==> config.mk <==
export PLATFORM = sky130hd
export DESIGN_NAME = dmem_arbiter_flat
export DESIGN_NICKNAME = d
export VERILOG_FILES = /design/src/rtl/dmem_arb_pkg.sv /design/src/rtl/dmem_arbiter_if.sv /design/src/rtl/sat_counter.sv /design/src/rtl/dmem_arbiter.sv /design/src/flat_wrapper.sv
export SDC_FILE = /design/constraint.sdc
export NUM_CORES = 1
export LEC_CHECK = 0
export CAP_MARGIN = 20
export CORE_MARGIN = 2
export CORE_UTILIZATION = 35
export CTS_CLUSTER_DIAMETER = 100
export DETAILED_ROUTE_END_ITERATION = 7
export GPL_TIMING_DRIVEN = 1
export PLACE_DENSITY = 0.88
export REMOVE_ABC_BUFFERS = 1
export SETUP_SLACK_MARGIN = 0.4
export SYNTH_ARGS = -nofsm -noshare
export SYNTH_HDL_FRONTEND = slang
export SYNTH_SLANG_ARGS = --single-unit
==> constraint.sdc <==
create_clock -name clk -period 4.8 [get_ports clk]
set_input_delay 0.72 -clock clk [delete_from_list [all_inputs] [get_ports clk]]
set_output_delay 0.72 -clock clk [all_outputs]
set_load 0.02 [all_outputs]
==> src/rtl/dmem_arb_pkg.sv <==
// Shared types for the data-memory arbiter.
//   arb_state_t : arbitration FSM state (CPU-owned port vs. locked debug burst)
//   dbg_req_t   : debug/loader request payload as seen by the port mux
package dmem_arb_pkg;

    localparam int unsigned DM_ADDRESS_DEF = 9;
    localparam int unsigned DATA_W_DEF     = 32;
    localparam int unsigned FUNCT3_W       = 3;

    typedef enum logic [0:0] {
        ARB_CPU,
        ARB_BURST
    } arb_state_t;

    // Sized to the default bus widths of the data memory.
    typedef struct packed {
        logic                      we;
        logic                      lock;
        logic [DM_ADDRESS_DEF-1:0] a;
        logic [DATA_W_DEF-1:0]     wd;
        logic [FUNCT3_W-1:0]       Funct3;
    } dbg_req_t;

endpackage

==> src/rtl/dmem_arbiter_if.sv <==
// Bus bundle around the data-memory arbiter.
//   cpu_* : MEM-stage requester (request fields in, cpu_rd/cpu_stall out)
//   dbg_* : debug/loader requester (request fields in, gnt/rvalid/rdata out)
//   mem_* : data-memory port (mem_rd is combinational read data back)
// slave  : arbiter view.  master : requesters + memory view.
interface dmem_arbiter_if
    import dmem_arb_pkg::*;
#(
    parameter int unsigned DM_ADDRESS = DM_ADDRESS_DEF,
    parameter int unsigned DATA_W     = DATA_W_DEF
);

    logic                    cpu_MemRead;
    logic                    cpu_MemWrite;
    logic [DM_ADDRESS-1:0]   cpu_a;
    logic [DATA_W-1:0]       cpu_wd;
    logic [FUNCT3_W-1:0]     cpu_Funct3;
    logic [DATA_W-1:0]       cpu_rd;
    logic                    cpu_stall;

    logic                    dbg_req;
    logic                    dbg_we;
    logic                    dbg_lock;
    logic [DM_ADDRESS-1:0]   dbg_a;
    logic [DATA_W-1:0]       dbg_wd;
    logic [FUNCT3_W-1:0]     dbg_Funct3;
    logic                    dbg_gnt;
    logic                    dbg_rvalid;
    logic [DATA_W-1:0]       dbg_rdata;

    logic                    mem_MemRead;
    logic                    mem_MemWrite;
    logic [DM_ADDRESS-1:0]   mem_a;
    logic [DATA_W-1:0]       mem_wd;
    logic [FUNCT3_W-1:0]     mem_Funct3;
    logic [DATA_W-1:0]       mem_rd;

    modport slave (
        input  cpu_MemRead, cpu_MemWrite, cpu_a, cpu_wd, cpu_Funct3,
        output cpu_rd, cpu_stall,
        input  dbg_req, dbg_we, dbg_lock, dbg_a, dbg_wd, dbg_Funct3,
        output dbg_gnt, dbg_rvalid, dbg_rdata,
        output mem_MemRead, mem_MemWrite, mem_a, mem_wd, mem_Funct3,
        input  mem_rd
    );

    modport master (
        output cpu_MemRead, cpu_MemWrite, cpu_a, cpu_wd, cpu_Funct3,
        input  cpu_rd, cpu_stall,
        output dbg_req, dbg_we, dbg_lock, dbg_a, dbg_wd, dbg_Funct3,
        input  dbg_gnt, dbg_rvalid, dbg_rdata,
        input  mem_MemRead, mem_MemWrite, mem_a, mem_wd, mem_Funct3,
        output mem_rd
    );

endinterface

==> src/rtl/sat_counter.sv <==
// Saturating up-counter with synchronous clear.
//   clk, reset : clock, synchronous active-high reset
//   inc, clr   : count enable, clear (clear wins)
//   cnt        : current count, stops at MAX
//   at_max     : cnt == MAX
module sat_counter #(
    parameter int unsigned W   = 3,
    parameter int unsigned MAX = 4
) (
    input  logic         clk,
    input  logic         reset,
    input  logic         inc,
    input  logic         clr,
    output logic [W-1:0] cnt,
    output logic         at_max
);

    assign at_max = (cnt == W'(MAX));

    always_ff @(posedge clk) begin
        if (reset || clr) begin
            cnt <= '0;
        end else if (inc && !at_max) begin
            cnt <= cnt + W'(1);
        end
    end

endmodule

==> src/rtl/dmem_arbiter.sv <==
// Two-requester arbiter for the single data-memory port.
// CPU MEM stage normally owns the port; the debug/loader port gets idle
// cycles, is forced through after STARVE_MAX lost cycles, and may lock the
// port for up to MAX_BURST consecutive beats.
//   clk, reset : clock, synchronous active-high reset
//   bus        : cpu_* / dbg_* requesters and mem_* data-memory port
module dmem_arbiter
    import dmem_arb_pkg::*;
#(
    parameter int unsigned DM_ADDRESS = DM_ADDRESS_DEF,
    parameter int unsigned DATA_W     = DATA_W_DEF,
    parameter int unsigned STARVE_MAX = 4,
    parameter int unsigned MAX_BURST  = 8
) (
    input  logic          clk,
    input  logic          reset,
    dmem_arbiter_if.slave bus
);

    localparam int unsigned WAIT_W  = $clog2(STARVE_MAX + 1);
    localparam int unsigned BURST_W = $clog2(MAX_BURST + 1);

    arb_state_t          state;
    arb_state_t          next_state;
    dbg_req_t            dbg_fields;

    logic                cpu_act;
    logic                gnt;
    logic                wait_inc;
    logic                wait_clr;
    logic [WAIT_W-1:0]   wait_cnt;
    logic                wait_at_max;
    logic                burst_inc;
    logic                burst_clr;
    logic [BURST_W-1:0]  burst_cnt;
    logic                burst_at_max;
    logic                burst_last;

    assign cpu_act = bus.cpu_MemRead | bus.cpu_MemWrite;

    // Pack the debug request fields.
    always_comb begin
        dbg_fields.we     = bus.dbg_we;
        dbg_fields.lock   = bus.dbg_lock;
        dbg_fields.a      = DM_ADDRESS_DEF'(bus.dbg_a);
        dbg_fields.wd     = DATA_W_DEF'(bus.dbg_wd);
        dbg_fields.Funct3 = bus.dbg_Funct3;
    end

    // A grant now would bring the burst count to MAX_BURST.
    assign burst_last = (burst_cnt == BURST_W'(MAX_BURST - 1));

    sat_counter #(
        .W   (WAIT_W),
        .MAX (STARVE_MAX)
    ) u_wait_cnt (
        .clk    (clk),
        .reset  (reset),
        .inc    (wait_inc),
        .clr    (wait_clr),
        .cnt    (wait_cnt),
        .at_max (wait_at_max)
    );

    sat_counter #(
        .W   (BURST_W),
        .MAX (MAX_BURST)
    ) u_burst_cnt (
        .clk    (clk),
        .reset  (reset),
        .inc    (burst_inc),
        .clr    (burst_clr),
        .cnt    (burst_cnt),
        .at_max (burst_at_max)
    );

    // State register.
    always_ff @(posedge clk) begin
        if (reset) begin
            state <= ARB_CPU;
        end else begin
            state <= next_state;
        end
    end

    // Next state, grant and counter controls.
    always_comb begin
        next_state = state;
        gnt        = 1'b0;
        wait_inc   = 1'b0;
        wait_clr   = 1'b0;
        burst_inc  = 1'b0;
        burst_clr  = 1'b0;

        case (state)
            ARB_CPU: begin
                gnt = bus.dbg_req & (!cpu_act | wait_at_max);
                // Stop counting once saturated; clear on grant or no request.
                wait_inc = bus.dbg_req & !gnt & (wait_cnt != WAIT_W'(STARVE_MAX));
                wait_clr = !bus.dbg_req | gnt;
                if (gnt && dbg_fields.lock && !burst_last) begin
                    next_state = ARB_BURST;
                    burst_inc  = 1'b1;
                end else begin
                    burst_clr = 1'b1;
                end
            end
            ARB_BURST: begin
                gnt      = bus.dbg_req & dbg_fields.lock;
                wait_clr = 1'b1;
                if (!gnt || burst_last || burst_at_max) begin
                    next_state = ARB_CPU;
                    burst_clr  = 1'b1;
                end else begin
                    burst_inc = 1'b1;
                end
            end
            default: begin
                next_state = ARB_CPU;
                wait_clr   = 1'b1;
                burst_clr  = 1'b1;
            end
        endcase

        // No grant is ever issued in a reset cycle.
        if (reset) begin
            next_state = ARB_CPU;
            gnt        = 1'b0;
            wait_inc   = 1'b0;
            burst_inc  = 1'b0;
        end
    end

    // Port mux and stall.
    always_comb begin
        bus.dbg_gnt      = gnt;
        bus.cpu_stall    = cpu_act & gnt;
        bus.cpu_rd       = bus.mem_rd;
        bus.mem_MemRead  = bus.cpu_MemRead;
        bus.mem_MemWrite = bus.cpu_MemWrite;
        bus.mem_a        = bus.cpu_a;
        bus.mem_wd       = bus.cpu_wd;
        bus.mem_Funct3   = bus.cpu_Funct3;
        if (gnt) begin
            bus.mem_MemRead  = !dbg_fields.we;
            bus.mem_MemWrite = dbg_fields.we;
            bus.mem_a        = DM_ADDRESS'(dbg_fields.a);
            bus.mem_wd       = DATA_W'(dbg_fields.wd);
            bus.mem_Funct3   = dbg_fields.Funct3;
        end
        if (reset) begin
            bus.mem_MemRead  = 1'b0;
            bus.mem_MemWrite = 1'b0;
        end
    end

    // Debug read return, one cycle after a granted read.
    always_ff @(posedge clk) begin
        if (reset) begin
            bus.dbg_rvalid <= 1'b0;
            bus.dbg_rdata  <= '0;
        end else begin
            bus.dbg_rvalid <= gnt & !dbg_fields.we;
            if (gnt && !dbg_fields.we) begin
                bus.dbg_rdata <= bus.mem_rd;
            end
        end
    end

endmodule

==> src/flat_wrapper.sv <==
// flat-port wrapper written by rule: the top's interface ports become plain ports
module dmem_arbiter_flat import dmem_arb_pkg::*;
#(
    parameter int unsigned DM_ADDRESS = DM_ADDRESS_DEF,
    parameter int unsigned DATA_W     = DATA_W_DEF,
    parameter int unsigned STARVE_MAX = 4,
    parameter int unsigned MAX_BURST  = 8
)
  (clk, reset, bus_cpu_MemRead, bus_cpu_MemWrite, bus_cpu_a, bus_cpu_wd, bus_cpu_Funct3, bus_cpu_rd, bus_cpu_stall, bus_dbg_req, bus_dbg_we, bus_dbg_lock, bus_dbg_a, bus_dbg_wd, bus_dbg_Funct3, bus_dbg_gnt, bus_dbg_rvalid, bus_dbg_rdata, bus_mem_MemRead, bus_mem_MemWrite, bus_mem_a, bus_mem_wd, bus_mem_Funct3, bus_mem_rd);
  dmem_arbiter_if #(.DM_ADDRESS(DM_ADDRESS), .DATA_W(DATA_W)) bus_i ();
  input  logic clk;
  input  logic reset;
  input wire logic [$bits(bus_i.cpu_MemRead)-1:0] bus_cpu_MemRead;
  input wire logic [$bits(bus_i.cpu_MemWrite)-1:0] bus_cpu_MemWrite;
  input wire logic [$bits(bus_i.cpu_a)-1:0] bus_cpu_a;
  input wire logic [$bits(bus_i.cpu_wd)-1:0] bus_cpu_wd;
  input wire logic [$bits(bus_i.cpu_Funct3)-1:0] bus_cpu_Funct3;
  output wire logic [$bits(bus_i.cpu_rd)-1:0] bus_cpu_rd;
  output wire logic [$bits(bus_i.cpu_stall)-1:0] bus_cpu_stall;
  input wire logic [$bits(bus_i.dbg_req)-1:0] bus_dbg_req;
  input wire logic [$bits(bus_i.dbg_we)-1:0] bus_dbg_we;
  input wire logic [$bits(bus_i.dbg_lock)-1:0] bus_dbg_lock;
  input wire logic [$bits(bus_i.dbg_a)-1:0] bus_dbg_a;
  input wire logic [$bits(bus_i.dbg_wd)-1:0] bus_dbg_wd;
  input wire logic [$bits(bus_i.dbg_Funct3)-1:0] bus_dbg_Funct3;
  output wire logic [$bits(bus_i.dbg_gnt)-1:0] bus_dbg_gnt;
  output wire logic [$bits(bus_i.dbg_rvalid)-1:0] bus_dbg_rvalid;
  output wire logic [$bits(bus_i.dbg_rdata)-1:0] bus_dbg_rdata;
  output wire logic [$bits(bus_i.mem_MemRead)-1:0] bus_mem_MemRead;
  output wire logic [$bits(bus_i.mem_MemWrite)-1:0] bus_mem_MemWrite;
  output wire logic [$bits(bus_i.mem_a)-1:0] bus_mem_a;
  output wire logic [$bits(bus_i.mem_wd)-1:0] bus_mem_wd;
  output wire logic [$bits(bus_i.mem_Funct3)-1:0] bus_mem_Funct3;
  input wire logic [$bits(bus_i.mem_rd)-1:0] bus_mem_rd;
  assign bus_i.cpu_MemRead = bus_cpu_MemRead;
  assign bus_i.cpu_MemWrite = bus_cpu_MemWrite;
  assign bus_i.cpu_a = bus_cpu_a;
  assign bus_i.cpu_wd = bus_cpu_wd;
  assign bus_i.cpu_Funct3 = bus_cpu_Funct3;
  assign bus_cpu_rd = bus_i.cpu_rd;
  assign bus_cpu_stall = bus_i.cpu_stall;
  assign bus_i.dbg_req = bus_dbg_req;
  assign bus_i.dbg_we = bus_dbg_we;
  assign bus_i.dbg_lock = bus_dbg_lock;
  assign bus_i.dbg_a = bus_dbg_a;
  assign bus_i.dbg_wd = bus_dbg_wd;
  assign bus_i.dbg_Funct3 = bus_dbg_Funct3;
  assign bus_dbg_gnt = bus_i.dbg_gnt;
  assign bus_dbg_rvalid = bus_i.dbg_rvalid;
  assign bus_dbg_rdata = bus_i.dbg_rdata;
  assign bus_mem_MemRead = bus_i.mem_MemRead;
  assign bus_mem_MemWrite = bus_i.mem_MemWrite;
  assign bus_mem_a = bus_i.mem_a;
  assign bus_mem_wd = bus_i.mem_wd;
  assign bus_mem_Funct3 = bus_i.mem_Funct3;
  assign bus_i.mem_rd = bus_mem_rd;
  dmem_arbiter #(.DM_ADDRESS(DM_ADDRESS), .DATA_W(DATA_W), .STARVE_MAX(STARVE_MAX), .MAX_BURST(MAX_BURST)) u_core (.clk(clk), .reset(reset), .bus(bus_i));
endmodule
## After elaboration in Yosys (flattened, before gate mapping)

Index checks and enable logic that the tools add are counted.

| storage, ports and cells | value |
|---|---|
| register bits | 41 |
| input port bits | 127 |
| output and inout bits | 113 |
| word-level logic and storage cells | 57 |

| operators by class | value |
|---|---|
| add/sub/neg operators | 2 |
| eq/ne operators | 4 |
| multiplexer cells | 19 |
| bitwise gates (word level) | 10 |
| reductions and logical operators | 17 |

Operators by type and width:

| operator | count |
|---|---|
| $mux W32 | 1 |
| $mux W1 | 12 |
| $mux W9 | 1 |
| $logic_not A1 Y1 | 8 |
| $pmux W1 S2 | 4 |
| $and A1 B1 Y1 | 6 |
| $logic_and A1 B1 Y1 | 5 |
| $add A4 B1 Y4 const B | 1 |
| $eq A4 B3 Y1 const B | 1 |
| $eq A4 B4 Y1 const B | 1 |
| $logic_or A1 B1 Y1 | 4 |
| $add A3 B1 Y3 const B | 1 |
| $eq A3 B3 Y1 const B | 1 |
| $mux W3 | 1 |
| $ne A3 B3 Y1 const B | 1 |
| $or A1 B1 Y1 | 3 |
| $not A1 Y1 | 1 |

## Depth between registers and ports, before layout

Gate-level depths: netlist of the first run.

| logic depth | value |
|---|---|
| depth after elaboration | 10 |
| gate-level depth with buffers | 7 |
| depth with buffers taken out | 5 |

## Hierarchy

Synthesis of the first run repeated with hierarchy kept, for this count alone.

| second synthesis, totals | value |
|---|---|
| cell total of the unflattened synthesis | 254 |
| area, all modules | 2859.0 µm² |

By module, submodules not included:

| module | times used | cells an instance | area an instance (µm²) | sequential area each (µm²) |
|---|---|---|---|---|
| dmem_arbiter | 1 | 211 | 2447.3 | 680.7 |
| sat_counter at u_core.u_burst_cnt | 1 | 25 | 224.0 | 80.1 |
| sat_counter at u_core.u_wait_cnt | 1 | 18 | 187.7 | 60.1 |

## Worst setup path after synthesis of the first run

OpenSTA, ideal clock, no wires.

| path | value |
|---|---|
| path kind | input -> output |
| from | input bus_dbg_lock |
| to | output bus_mem_MemRead |
| arrival time | 1698 ps |
| path slack | 2382 ps |
| stages on the path | 4 |
| buffers on the path | 1 |
| cells stage by stage | nand2b_2 -> o211ai_4 -> buf_2 -> mux2i_1 |

| on the way | value |
|---|---|
| longest elaborated chain between the ends | 5 |

Ends and longest elaborated chain:

| element | line | text |
|---|---|---|
| from (decl) | flat_wrapper.sv:22 | `input wire logic [$bits(bus_i.dbg_lock)-1:0] bus_dbg_lock;` |
| $and A1 B1 Y1 | dmem_arbiter.sv:109 | `gnt = bus.dbg_req & dbg_fields.lock;` |
| $pmux W1 S2 | dmem_arbiter.sv:95 | `case (state)` |
| $mux W1 | dmem_arbiter.sv:126 | `if (reset) begin` |
| $mux W1 | dmem_arbiter.sv:144 | `if (gnt) begin` |
| $mux W1 | dmem_arbiter.sv:151 | `if (reset) begin` |
| to (decl) | flat_wrapper.sv:29 | `output wire logic [$bits(bus_i.mem_MemRead)-1:0] bus_mem_MemRead;` |

Every way passes these cells.

## Worst setup path in the final report of the first run

| path | value |
|---|---|
| from | input bus_cpu_MemRead |
| to | output bus_mem_wd[31] |

| on the way | value |
|---|---|
| longest elaborated chain between the ends | 7 |

Ends and longest elaborated chain:

| element | line | text |
|---|---|---|
| from (decl) | flat_wrapper.sv:13 | `input wire logic [$bits(bus_i.cpu_MemRead)-1:0] bus_cpu_MemRead;` |
| $or A1 B1 Y1 | dmem_arbiter.sv:39 | `assign cpu_act = bus.cpu_MemRead \| bus.cpu_MemWrite;` |
| $logic_not A1 Y1 | dmem_arbiter.sv:97 | `gnt = bus.dbg_req & (!cpu_act \| wait_at_max);` |
| $or A1 B1 Y1 | dmem_arbiter.sv:97 |  |
| $and A1 B1 Y1 | dmem_arbiter.sv:97 |  |
| $pmux W1 S2 | dmem_arbiter.sv:95 |  |
| $mux W1 | dmem_arbiter.sv:126 |  |
| $mux W32 | dmem_arbiter.sv:144 |  |
| to (decl) | flat_wrapper.sv:32 | `output wire logic [$bits(bus_i.mem_wd)-1:0] bus_mem_wd;` |

Every way passes these cells.

==> flow_summary.yaml, run 1 <==
worst_setup_path:
  worstSetupPathType: "primary input to primary output"
  cp_data_arrival_time_ns: 2.95
  cp-end-kind: "primary output"
  cp_max_fo: 24
  start_kind: "primary input"
  crit_required_ns: 4.08
die:
  ios: 240
  die_w_um: 92.7
  die-area_mm2: 0.00859
  start_util_pct: 35.8
  num_rows: 32
  die_h_um: 92.7
  core_area_mm2: 0.00769
finish:
  antenna_cells: 0
  fill_cells: 596
  drive_gt1_share_pct: 21.0
  stdcell_area_mm2: 0.00505
  final_util_pct: 65.7
  nNetsFinal: 572
  syn_to_final_growth_pct: 83.4
global_routing:
  antenna_found_initial: 0
  overflow: 0
  grt_pass1_wl_um: 14100
  first_global_vias: 2672
  grt_usage_pct: 21.3
  grt_max_degree: 35
sta:
  finalSetupViolCount: 0
  worst_pin_slew_ns: 0.903
  fin_crit_ns: 3.67
  finalSetupTns_ns: 0
  clock_skew_ns: 0.00849
  slew_viol_final: 0
  whs_ns: 0.542
  rsz0062_at_grt: "no"
  hold_viol_final: 0
  fmax_ghz: 0.272
  relSlewSlack_pct: 39.8
  fin_crit_sh_pct: 76.5
clock_tree:
  cts.sinks: 41
  clk_path_buf_depth: 2
  clk-insertion-delay-late_ns: 0.29
  cts_max_level: 2
  tritoncts: "done"
  cts_root_buf: "clkbuf_8"
  post_cts_resized: 0
  ctsHoldBuffers: 0
  numCtsBuffers: 5
  clk_pin_slew_ns: 0.08
  post_cts_buffers: 0
synth:
  synth.top_cell.area_share_pct: 29.8
  synth_area_leader_cell: "dfxtp_1"
  synth_fa_ha_area_share_pct: 1.82
  yosysSeqAreaShare_pct: 29.8
  synth.avg_cell_area_um2: 11.7
  synthTopCellsByArea: "dfxtp_1 (30%), mux2_4 (27%), mux2_2 (11%)"
  ys_seq_elements: 41
  ys_warn_count: 0
  synthMuxAreaShare_pct: 38.5
  postSynthCellCount: 236
  syn_area_mm2: 0.00275
  synth_top_family_by_area: "multiplexers"
  synth-simple-area-share_pct: 11.7
  synth_compound_area_share_pct: 3.86
  synthXorXnorAreaFrac_pct: 0.955
  ys_types: 31
placement:
  place_hpwl_um: 7890
  numPortBuffers: 239
  gp_congestion: 0.835
  placed_area_mm2: 0.00496
power:
  power.leakage_nw: 2.14
  pwr-share-seq_pct: 38.1
  p_sw_share_pct: 28.3
  net-switching-power_mw: 0.262
  vdd_drop_max_v: 0.000119
  combPwrFrac_pct: 37.3
  power_density_mw_per_mm2: 183
  totalPowerFinal_mw: 0.925
  internal_power_mw: 0.663
  p_clk_share_pct: 24.6
outcome:
  status: "finished, final reports clean"
drt:
  vias_per_cell: 4.52
  drc: 0
  routed-via-count: 2459
  drtPass1Iterations: 4
  wl_um: 9720
  drt_iter0_markers: 43
  avgRoutedWirePerCell_um: 17.9
  drtAntennaViolNets: 0
worst_hold_path:
  hold_class: "flop to flop"
flow_run:
  maxCapViolations: 0
cell usage after synthesis:
master,count
nor2b_4,1
nand3_1,1
or2_2,1
nand3b_1,3
and2b_1,2
nor2b_1,30
o2bb2ai_4,1
o211ai_4,1
buf_6,5
nor2_1,3
mux2i_1,2
and3b_1,1
ha_1,4
o2111ai_1,1
buf_8,1
a21oi_1,3
xnor2_1,1
nand2b_1,3
nand2b_2,1
dfxtp_1,41
a211oi_1,1
nor3_1,1
o2111ai_4,1
clkbuf_1,4
mux2_4,49
buf_4,32
inv_1,7
buf_2,3
and3_1,3
mux2_2,27
xor2_1,2
path summary, 6_finish.rpt:
path,startpoint,to,slack (ns),depth (start not counted)
max,bus_cpu_MemRead,bus_mem_wd[31],1.13,6
min,u_core.u_burst_cnt.cnt[1]$_SDFFE_PP0P_,u_core.u_burst_cnt.cnt[1]$_SDFFE_PP0P_,0.54,2
max reg2reg,u_core.u_wait_cnt.cnt[0]$_SDFFE_PP0P_,u_core.bus.dbg_rdata[16]$_SDFFE_PP0P_,2.37,6
min reg2reg,u_core.u_burst_cnt.cnt[1]$_SDFFE_PP0P_,u_core.u_burst_cnt.cnt[1]$_SDFFE_PP0P_,0.54,2
kinds of logic after synthesis:
kind of cell,after synthesis
flip-flops,41
AO/OA/AOI/OAI,8
XOR/XNOR,3
adder cells (fa/ha/maj),4
buffers and inverters,52
multiplexers,78
AND/OR/NAND/NOR,50
metal layers:
metal / share of wire (%) / track usage (%) / up-vias
met5: 0 / 0 / -
met4: 1.6 / 5.27 / 0
met1: 38 / 22.2 / 1132
met2: 50 / 39.2 / 138
met3: 11 / 9.44 / 12
li1: - / - / 1177
area by class of cell:
type                       count  area (µm²)  share of cell area [%]
timing repair buffer         243        2420                    48.0
multi-input combinational    143        1560                    31.0
sequential                    41         821                    16.3
tap                          102         128                    2.53
clock buffer                   6        72.6                    1.44
inverter                       7        26.3                   0.520
clock inverter                 2        15.0                   0.297
sequential cells by signal, indices dropped and copies added (netlist names):
register	count
u_core.u_wait_cnt.cnt	3
u_core.bus.dbg_rdata	32
u_core.state	1
u_core.u_burst_cnt.cnt	4
u_core.bus.dbg_rvalid	1
power groups by stage:
stage / Combinational, mW / Sequential (mW) / Clock (mW)
3_3_place_gp: 0.341 / 0.360 / 0
2_1_floorplan: 0.101 / 0.368 / 0
6_report: 0.345 / 0.352 / 0.228
3_5_place_dp: 0.345 / 0.360 / 0
4_1_cts: 0.347 / 0.352 / 0.238
5_1_grt: 0.359 / 0.353 / 0.256
per-stage QoR:
stage | setup WS [ns] | cells
final | 1.13 | 544
after global routing | 1.05 | 544
after CTS | 1.13 | 544
after detailed placement | 1.14 | 536
after global placement | 1.19 | 536
after floorplan | 1.68 | 191
critical path: stages:
cell and delay [ns]:
clkdlybuf4s50_1 0.58, o2bb2ai_4 0.13, o211ai_4 0.19, buf_4 0.36, mux2_2 0.40, clkdlybuf4s50_1 0.56
placed cells by master, fill, tap and decap left out, types with 4 or more instances in the layout:
master             n
buf_4              4
clkbuf_8           5
clkdlybuf4s50_1  239
dfxtp_1           41
ha_1               4
inv_1              7
mux2_2            27
mux2_4            49
nor2b_1           30
Note: power is estimated with default switching activity, not from simulation.
==> run 2, diff against run 1 <==
Settings changed: CORE_ASPECT_RATIO set to 1.1, CORE_UTILIZATION 35 to 32, PLACE_DENSITY 0.88 to 0.82.
Clock period 4.8 ns to 3.8 ns, I/O delays scaled along.
==> flow_summary.yaml, run 2 (synthesis results as in run 1) <==
finish:
  register_area_um2: 821
  antenna_cells: 0
  fill_cells: 697
  drive_gt1_share_pct: 22.2
  syn_to_final_growth_pct: 84.9
  largest_reg_flops: 32
  top_regs: "u_core.bus.dbg_rdata (32), u_core.u_burst_cnt.cnt (4), u_core.u_wait_cnt.cnt (3)"
  regMostFlops: "u_core.bus.dbg_rdata"
  nNetsFinal: 572
  multi_input_area_mm2: 0.00156
  final_common_cell: "clkdlybuf4s50_1"
  final_cell_mix: "clkdlybuf4s50_1 (235), mux2_4 (49), dfxtp_1 (41)"
  final_util_pct: 60.9
  stdcell_area_mm2: 0.00509
  stdcell_count: 553
die:
  core_area_mm2: 0.00836
  die_w_um: 92.4
  die_h_um: 101
  num_rows: 35
  die-area_mm2: 0.00936
  ios: 240
  start_util_pct: 32.9
clock_tree:
  cts_max_level: 2
  post_cts_resized: 0
  clk_path_buf_depth: 2
  cts_root_buf: "clkbuf_8"
  clk_pin_slew_ns: 0.08
  post_cts_buffers: 0
  ctsHoldBuffers: 0
  clk-insertion-delay-late_ns: 0.30
  cts.sinks: 41
  numCtsBuffers: 5
  tritoncts: "done"
worst_setup_path:
  startpoint: "bus_cpu_MemRead"
  cp_max_fo: 40
  start_kind: "primary input"
  timing.rr.start: "u_core.u_wait_cnt.cnt[0]$_SDFFE_PP0P_"
  path_common_cell: "clkdlybuf4s50_1"
  worstSetupPathType: "primary input to primary output"
  crit_chain: "clkdlybuf4s50_1 > o2bb2ai_4 > o211ai_4 > buf_12 > mux2_2 > clkdlybuf4s50_1"
  reg2reg_setup_slack_ns: 1.34
  cp-end-kind: "primary output"
  ff2ff_path_depth: 6
  crit_required_ns: 3.23
  rr_endpoint: "u_core.bus.dbg_rdata[15]$_SDFFE_PP0P_"
  cp_slowest_cell: "clkdlybuf4s50_1"
  cp_slowest_stage_delay_ns: 0.57
  cp_data_arrival_time_ns: 2.73
drt:
  wl_um: 10100
  drc: 0
  vias_per_cell: 4.48
  avgRoutedWirePerCell_um: 18.3
  routed-via-count: 2476
  drtPass1Iterations: 4
  drtAntennaViolNets: 0
  drt_iter0_markers: 46
sta:
  hold_viol_final: 0
  relSlewSlack_pct: 36.0
  fin_crit_ns: 3.30
  slew_viol_final: 0
  fmax_ghz: 0.303
  finalSetupViolCount: 0
  worst_pin_slew_ns: 0.960
  fin_crit_sh_pct: 86.7
  clock_skew_ns: 0.00534
  rsz0062_at_grt: "no"
  finalSetupTns_ns: 0
global_routing:
  grt_pass1_wl_um: 14800
  antenna_found_initial: 0
  met2_usage_pct: 35.7
  overflow: 0
  use_met3_pct: 9.52
  grt_usage_pct: 20.9
  first_global_vias: 2761
  gr-usage-met1_pct: 24.4
  grt-busiest-layer: "met2"
  grt_max_degree: 41
worst_hold_path:
  min_path_cells: 2
  hp-start: "u_core.u_burst_cnt.cnt[1]$_SDFFE_PP0P_"
  hold_class: "flop to flop"
  hold_end: "u_core.u_burst_cnt.cnt[1]$_SDFFE_PP0P_"
power:
  totalPowerFinal_mw: 1.25
  vdd_drop_max_v: 0.000183
  power_density_mw_per_mm2: 246
  power.leakage_nw: 2.16
placement:
  placed_area_mm2: 0.00497
  numPortBuffers: 239
  placed_cells: 545
  gp_congestion: 0.807
  place_hpwl_um: 8230
flow_run:
  maxCapViolations: 0
outcome:
  status: "finished, final reports clean"
-- run 2: critical path: cells and delay by family --
family | cells | cell delay [ns]
buf+inv | 3 | 1.41
compound gates | 2 | 0.35
mux | 1 | 0.38
-- run 2: how the worst max path moves through the flow --
stage	endpoint	slack, ns	cells after the start
detailed placement	bus_mem_wd[0]	0.50	6
global placement	bus_mem_Funct3[0]	0.59	6
finish	bus_mem_wd[0]	0.50	6
floorplan	bus_mem_MemRead	0.91	5
global route	bus_mem_wd[0]	0.43	6
CTS	bus_mem_wd[0]	0.51	6
-- run 2: report_power, final --
group	internal, mW	total, mW	switching [mW]
combinational	0.268	0.437	0.169
clock	0.197	0.368	0.171
sequential	0.439	0.445	0.00540
total	0.905	1.25	0.345
-- run 2: area by class of cell --
class	instances	area share, %
timing repair buffer	243	47.6
multi-input combinational	143	30.7
sequential	41	16.1
tap	111	2.73
clock buffer	5	1.35
clock inverter	3	0.910
inverter	7	0.516
-- run 2: routing by layer --
metal  part of all wire, %  vias up
met5                     0        -
met4                  0.64        0
met3                    12        5
met2                    47      151
met1                    41     1138
li1                      -     1182
-- run 2: through the flow --
| step | setup WS (ns) | hold slack (ns) |
|---|---|---|
| after floorplan | 0.914 | 0.494 |
| after global placement | 0.592 | 0.506 |
| after detailed placement | 0.505 | 0.528 |
| after CTS | 0.505 | 0.548 |
| after global routing | 0.427 | 0.576 |
| final | 0.504 | 0.544 |
